==> src/rtl/aes_pkg.sv <==
// Shared AES datapath types.
//   AES_NB_BYTES : bytes in one AES state block
//   byte_t       : one byte lane
//   block_t      : one full state block, lane 0 in the low bits
//   ptr_w()      : width of a counter that counts 0..n-1 (at least 1 bit)
package aes_pkg;

   localparam int AES_NB_BYTES = 16;

   typedef logic [7:0] byte_t;
   typedef byte_t [AES_NB_BYTES-1:0] block_t;

   function automatic int ptr_w(input int n);
      return (n > 1) ? $clog2(n) : 1;
   endfunction

endpackage

==> src/rtl/mod_wrap_cnt.sv <==
// Modulo-MOD up counter used for byte index and queue pointers.
// Ports:
//   clk    in   rising-edge clock
//   reset  in   asynchronous active-high reset (value -> 0)
//   inc    in   advance by one this cycle
//   clr    in   synchronous return to 0, wins over inc
//   value  out  current count, 0..MOD-1
//   wrap   out  combinational: this inc takes value from MOD-1 back to 0
module mod_wrap_cnt
   import aes_pkg::*;
#(
   parameter  int MOD = 2,
   localparam int W   = ptr_w(MOD)
) (
   input  logic         clk,
   input  logic         reset,
   input  logic         inc,
   input  logic         clr,
   output logic [W-1:0] value,
   output logic         wrap
);

   logic at_max;

   assign at_max = (value == W'(MOD - 1));
   assign wrap   = inc && at_max && !clr;

   // Wrap is an explicit compare against MOD-1 so non-power-of-two
   // moduli never run into the unused codes.
   always_ff @(posedge clk or posedge reset) begin
      if (reset) begin
         value <= '0;
      end else if (clr) begin
         value <= '0;
      end else if (inc) begin
         value <= at_max ? '0 : value + W'(1);
      end
   end

endmodule

==> src/rtl/mod_blkbuf_piso.sv <==
// Parallel-in / serial-out block buffer between the AddRoundKey stage and
// the SubBytes ROM. Whole blocks are queued in a DEPTH-slot circular
// buffer and streamed out one byte lane per ROM request.
// Ports:
//   clk, reset   clock, asynchronous active-high reset
//   clear        synchronous flush (beats wr_en and req_rom)
//   i            parallel block, lane k = i[k]
//   wr_en        write request          wr_ready  out: queue not full
//   req_rom      ROM takes o this cycle o         out: head byte (0 when empty)
//   o_valid      out: o holds data      o_last    out: o is last byte of block
//   reg_empty    out: no block stored   full      out: DEPTH blocks stored
//   overflow     out: sticky, a write arrived while full
//
// Handshakes: a block transfers on a clock edge where wr_en && wr_ready;
// a byte transfers on an edge where req_rom && o_valid. wr_ready depends
// only on registered occupancy, so a pop in the same cycle never opens
// room for a write. A write while full is dropped and sets overflow.
module mod_blkbuf_piso
   import aes_pkg::*;
#(
   parameter int N_BYTES   = AES_NB_BYTES,
   parameter int DW        = $bits(byte_t),
   parameter int DEPTH     = 2,
   parameter bit MSB_FIRST = 1'b0
) (
   input  logic                        clk,
   input  logic                        reset,
   input  logic                        clear,
   input  logic [N_BYTES-1:0][DW-1:0]  i,
   input  logic                        wr_en,
   output logic                        wr_ready,
   input  logic                        req_rom,
   output logic [DW-1:0]               o,
   output logic                        o_valid,
   output logic                        o_last,
   output logic                        reg_empty,
   output logic                        full,
   output logic                        overflow
);

   localparam int IW = ptr_w(N_BYTES);
   localparam int PW = ptr_w(DEPTH);
   localparam int CW = $clog2(DEPTH + 1);

   logic [N_BYTES-1:0][DW-1:0] mem [DEPTH];
   logic [CW-1:0]              count;
   logic [IW-1:0]              idx;
   logic [IW-1:0]              lane;
   logic [PW-1:0]              wr_ptr;
   logic [PW-1:0]              rd_ptr;
   logic                       wr_fire;
   logic                       pop;
   logic                       pop_last;
   logic                       wr_wrap_unused;
   logic                       rd_wrap_unused;

   assign reg_empty = (count == '0);
   assign full      = (count == CW'(DEPTH));
   assign wr_ready  = !full;
   assign o_valid   = !reg_empty;

   assign wr_fire = wr_en && !full && !clear;
   assign pop     = req_rom && o_valid && !clear;

   // Byte index within the head block; its wrap pulse is the final-byte pop.
   mod_wrap_cnt #(.MOD(N_BYTES)) u_idx (
      .clk(clk), .reset(reset), .inc(pop), .clr(clear),
      .value(idx), .wrap(pop_last)
   );

   mod_wrap_cnt #(.MOD(DEPTH)) u_wr_ptr (
      .clk(clk), .reset(reset), .inc(wr_fire), .clr(clear),
      .value(wr_ptr), .wrap(wr_wrap_unused)
   );

   mod_wrap_cnt #(.MOD(DEPTH)) u_rd_ptr (
      .clk(clk), .reset(reset), .inc(pop_last), .clr(clear),
      .value(rd_ptr), .wrap(rd_wrap_unused)
   );

   assign lane   = MSB_FIRST ? (IW'(N_BYTES - 1) - idx) : idx;
   assign o      = o_valid ? mem[rd_ptr][lane] : '0;
   assign o_last = o_valid && (idx == IW'(N_BYTES - 1));

   // A write only lands in the head slot when the queue is empty, so the
   // block being streamed is never overwritten.
   always_ff @(posedge clk or posedge reset) begin
      if (reset) begin
         count    <= '0;
         overflow <= 1'b0;
         for (int d = 0; d < DEPTH; d++) begin
            mem[d] <= '0;
         end
      end else if (clear) begin
         count    <= '0;
         overflow <= 1'b0;
      end else begin
         if (wr_fire) begin
            mem[wr_ptr] <= i;
         end
         if (wr_en && full) begin
            overflow <= 1'b1;
         end
         case ({wr_fire, pop_last})
            2'b10:   count <= count + CW'(1);
            2'b01:   count <= count - CW'(1);
            default: count <= count;
         endcase
      end
   end

endmodule

==> config.mk <==
export PLATFORM = sky130hd
export DESIGN_NAME = mod_blkbuf_piso
export DESIGN_NICKNAME = d
export VERILOG_FILES = /design/src/rtl/aes_pkg.sv /design/src/rtl/mod_wrap_cnt.sv /design/src/rtl/mod_blkbuf_piso.sv
export SDC_FILE = /design/constraint.sdc
export NUM_CORES = 1
export LEC_CHECK = 0
export ABC_CLOCK_PERIOD_IN_PS = 10200
export CAP_MARGIN = 40
export CORE_UTILIZATION = 49
export CTS_CLUSTER_DIAMETER = 100
export DETAILED_ROUTE_END_ITERATION = 16
export PLACE_DENSITY_LB_ADDON = 0.1
export SYNTH_ARGS = -nofsm -noshare
export SYNTH_HDL_FRONTEND = slang
export SYNTH_SLANG_ARGS = --single-unit
==> constraint.sdc <==
create_clock -name clk -period 10.2 [get_ports clk]
set_input_delay 1.02 -clock clk [delete_from_list [all_inputs] [get_ports clk]]
set_output_delay 1.02 -clock clk [all_outputs]
set_load 0.05 [all_outputs]
# Yosys cells after proc, flatten, opt, wreduce, memory -nomap -nowiden
# Cells that the tools add are included.
# Widths: inputs -> output; s select.
[op_classes]
addsub = 5
order_cmp = 4
n_eq_ne = 4
n_mux = 22
bitwise = 3
reduce_logical = 19
[op_table]
columns = ["operator", "n"]
rows = [
  ["$mux 128", 4],
  ["$bwmux 256", 1],
  ["$demux 128 s1", 1],
  ["$bmux 8 s4", 1],
  ["$mux 8", 2],
  ["$mux 4", 3],
  ["$logic_and 1x1->1", 9],
  ["$mux 1", 8],
  ["$reduce_bool 2->1", 4],
  ["$lt 4x5->1 const B", 1],
  ["$add 4x1->4 const B", 1],
  ["$eq 2x2->1 const B", 2],
  ["$eq 4x4->1 const B", 1],
  ["$ge 2x2->1 const B", 2],
  ["$not 1->2", 2],
  ["$pmux 2 s2", 1],
  ["$logic_not 1->1", 3],
  ["$reduce_bool 3->1", 1],
  ["$add 1x1->1 const B", 2],
  ["$add 2x1->2 const B", 1],
  ["$eq 2x1->1 const B", 1],
  ["$logic_not 2->1", 1],
  ["$lt 2x1->1 const B", 1],
  ["$mux 2", 1],
  ["3 further kinds", 3],
]
[totals]
ff_bits = 265
inputBits = 133
output_inout_bits = 14
wordCells = 94

# Longest topological paths before layout
[logic_depth]
ltp_word = 9
mapped_depth = 7
depth_no_buf = 5

# By module
# Synthesis repeated with hierarchy kept, for this count alone.
[unflattened]
cells_unflattened = 752
area_unflattened_um2 = 12177.9
[by_module_without_submodules]
columns = ["module", "instances", "cells_per_inst", "area_each_um2", "seq_area_each_um2"]
rows = [
  ["mod_blkbuf_piso", 1, 717, 11867.6, 6481.2],
  ["mod_wrap_cnt (u_idx)", 1, 23, 212.7, 100.1],
  ["mod_wrap_cnt (u_rd_ptr ...)", 2, 6, 48.8, 25.0],
]

# Least setup slack after synthesis
# No wires, ideal clock.
[synth_timing]
path_kind = "flip-flop to output port"
start = "reg u_idx.value[0]"
end = "out o[0]"
t_arrival_ns = 2.233
t_required_ns = 9.180
setup_slack_ns = 6.947
stages_incl_launch_ff = 8
n_path_buf = 3
cell_sequence = "dfrtp_1 -> buf_6 -> buf_12 -> buf_12 -> nor2b_1 -> a221oi_1 -> o21ai_0 -> a31oi_1"
[synth_via]
elab_chain_len = 3
[synth_lines]
columns = ["element", "line", "rtl"]
rows = [
  ["start: declaration", "mod_wrap_cnt.sv:19", "output logic [W-1:0] value,"],
  ["start signal: assignment", "mod_wrap_cnt.sv:36", "value <= at_max ? '0 : value + W'(1);"],
  ["$bmux 8 s4", "mod_blkbuf_piso.sv:82", "assign o = o_valid ? mem[rd_ptr][lane] : '0;"],
  ["$mux 8 (not written as such)", "mod_blkbuf_piso.sv:82", ""],
  ["$mux 8", "mod_blkbuf_piso.sv:82", ""],
  ["end: declaration", "mod_blkbuf_piso.sv:33", "output logic [DW-1:0] o,"],
]
# Every way passes these cells. The select of a mux whose other input is x is not followed.

# Worst setup path in the final report
[layout_timing]
start = "reg u_idx.value[0]"
end = "out o[4]"
# Same word-level chain as after synthesis.

==> flow_metrics.py <==
metrics = {
    "run_status": {
        "outcome": "finished, final reports clean",
    },
    "floorplan": {
        "dieArea_um2": 26000,
        "start_util_pct": 50.6,
        "rows": 57,
        "core_um2": 24600,
        "die_h_um": 161,
        "io_pins": 147,
        "chipWidth_um": 161,
    },
    "yosys": {
        "ys.flop_type": "dfrtp_1",
        "syn_inst": 755,
        "netlist_top_cells_area": "dfrtp_1 53%, mux2_2 12%, mux2_1 9.0%",
        "synthMostInstantiatedCell": "dfrtp_1",
        "async_flop_share_pct": 100,
        "yosys_warnings": 0,
        "ys_types": 40,
        "syn_avg_cell_area_um2": 16.5,
        "synth_area_um2": 12400,
        "synth_top_area_share_pct": 53.3,
        "synth_edf_count": 0,
        "yosys-top-cells-count": "265 x dfrtp_1, 137 x mux2_2, 100 x mux2_1",
        "ys_ff_latch": 265,
        "syn_nets": 889,
        "yosysTopAreaCell": "dfrtp_1",
        "synth-seq-area-share_pct": 53.3,
    },
    "critical_path": {
        "path_class": "register to output port",
        "endpoint_kind": "output port",
        "worstPathMaxFanout": 41,
        "required_ns": 9.18,
        "crit_arrival_ns": 3.64,
        "cp-start-kind": "register",
    },
    "clock_network": {
        "cts_setup_buffers": 0,
        "cts_tree": "done",
        "root_buffer": "clkbuf_16",
        "ctsResizeCount": 0,
        "clk_pin_slew_worst_paths_ns": 0.06,
        "cts_buffers": 29,
        "clkLatencyLatePin_ns": 0.54,
        "h-tree-depth": 1,
        "holdBufCountCts": 0,
        "clockBufferDepth": 3,
        "cts_sinks": 265,
    },
    "place": {
        "gp_congestion": 0.782,
        "place_area_um2": 14000,
        "hpwl_um": 18700,
        "io_buffers": 146,
        "dp_slack_ns": 6.12,
    },
    "route": {
        "wl_per_cell_um": 21.9,
        "vias_per_cell": 5.69,
        "via_count": 7039,
        "detail_route.first_pass.iterations": 4,
        "final_antenna_net_count": 0,
        "remaining_drc_errors": 0,
        "drtIter0Drc": 324,
        "wl_um": 27100,
    },
    "timing": {
        "min_period_ns": 4.66,
        "fin_skew_ns": 0.0122,
        "final.setup.worst_slack_ns": 5.54,
        "max_slew.worst_pin.slew_ns": 0.902,
        "max-slew-margin-rel_pct": 39.6,
        "fmax_mhz": 215,
        "setup_viol": 0,
        "grt_setup_unrepaired": "no",
        "final.setup.tns_ns": 0,
        "slew_violations": 0,
        "hold_viol": 0,
        "final.period_utilization_pct": 45.7,
    },
    "pwr": {
        "clkPwrFrac_pct": 31.1,
        "p_total_w": 0.00319,
        "p_per_area_nw_per_um2": 213,
        "switching_share_pct": 25.5,
        "switching_power_w": 0.000814,
        "power.leakage_nw": 6.20,
        "intPower_w": 0.00237,
        "seq_power_share_pct": 48.1,
        "vdd_drop_max_mv": 0.146,
        "p_comb_share_pct": 20.7,
    },
    "global_routing": {
        "grt_max_degree": 111,
        "grt_antenna_before_repair": 0,
        "grt_pass1_wl_um": 43800,
        "grt_overflow_total": 0,
        "first_global_vias": 7997,
        "grt.total_usage_pct": 21.7,
    },
    "hold_path": {
        "holdCritPathClass": "register to register",
    },
    "finish": {
        "drive_gt1_share_pct": 27.1,
        "nNetsFinal": 1025,
        "area_growth_pct": 20.0,
        "final_util_pct": 60.7,
        "fin_area_um2": 14900,
        "num_antenna_cells": 0,
    },
    "run": {
        "maxCapViolCount": 0,
    },
}
-- per-stage QoR --
stage          hold WS, ns  cells
5_1_grt              0.502   1236
3_5_place_dp         0.474   1184
4_1_cts              0.488   1236
3_3_place_gp         0.467   1178
2_1_floorplan        0.456    755
6_report             0.484   1236
-- sequential cells by signal, summed over array words and instances, names as in the netlist --
register        count
mem               256
u_idx.value         4
count               2
u_rd_ptr.value      1
overflow            1
u_wr_ptr.value      1
-- worst max-delay path, cell delays in order, from the launching register on --
cell and delay (ns):
dfrtp_4 0.68, buf_16 0.34, mux4_1 0.59, mux2i_1 0.37
a221o_1 0.31, a31oi_1 0.07, clkdlybuf4s50_1 0.73
-- routing by layer --
| layer | wire length (µm) | part of all wire, % | global-route usage, % | up-vias |
|---|---|---|---|---|
| met5 | 0 | 0 | 0 | - |
| met2 | 13700 | 50 | 37.3 | 178 |
| met3 | 1540 | 5.7 | 3.52 | 41 |
| met4 | 566 | 2.1 | 5.66 | 0 |
| met1 | 11300 | 42 | 28.5 | 3678 |
| li1 | - | - | - | 3142 |
-- path summary, 6_finish.rpt --
path	slack, ns	start	endpoint	cells after the start
setup / recovery	5.54	u_idx.value[0]	o[4]	6
hold / removal	0.48	mem[7]	mem[7]	1
setup reg to reg	7.35	count[0]	mem[142]	7
hold reg to reg	0.48	mem[7]	mem[7]	1
max in group asynchronous	7.77	reset	u_idx.value[1]	3
min in group asynchronous	1.05	reset	mem[127]	2
-- power groups by stage --
stage | clock, W | sequential, W | combinational [W]
CTS | 0.00102 | 0.00154 | 0.000672
finish | 0.000992 | 0.00153 | 0.000660
global placement | 0 | 0.00154 | 0.000622
detailed placement | 0 | 0.00155 | 0.000669
global route | 0.00106 | 0.00157 | 0.000718
floorplan | 0 | 0.00148 | 0.000523
-- cells in the final DEF, fill, tap and decap left out, types with 2 or more instances in the layout --
master / netlist / final
inv_1: 4 / 3
nor2_1: 13 / 13
clkinv_2: 0 / 8
clkdlybuf4s50_1: 0 / 146
buf_4: 7 / 6
dfrtp_1: 265 / 263
nand2_1: 4 / 3
clkinvlp_4: 0 / 2
a21oi_1: 7 / 7
a221o_1: 8 / 8
clkbuf_16: 0 / 29
mux4_2: 22 / 22
mux2_1: 100 / 100
a31oi_1: 7 / 7
nor2b_1: 4 / 4
nand3_1: 2 / 2
buf_16: 0 / 6
mux2_4: 20 / 20
dfrtp_4: 0 / 2
clkbuf_1: 6 / 5
a221oi_1: 7 / 7
inv_2: 2 / 2
o21ai_0: 9 / 9
mux2_2: 137 / 137
mux2i_1: 34 / 34
mux4_1: 35 / 35
a22oi_1: 7 / 7
clkbuf_8: 0 / 5
-- cell families after synthesis --
kind of cell / share of synthesized area, %
compound gates: 2.72
xor+xnor: 0.141
fa+ha+maj: 0.101
buf+inv: 4.47
flops: 53.3
mux: 38.0
simple gates: 1.33
-- layout make-up --
cell class / instances / area [µm²]
Fill cell: 1855 / 9670
Sequential cell: 265 / 6640
Multi-Input combinational cell: 431 / 5270
Timing Repair Buffer: 158 / 1670
Clock buffer: 39 / 813
Tap cell: 324 / 405
Clock inverter: 13 / 103
Inverter: 6 / 30.0
No activity file was read; power rests on OpenSTA's default activity.
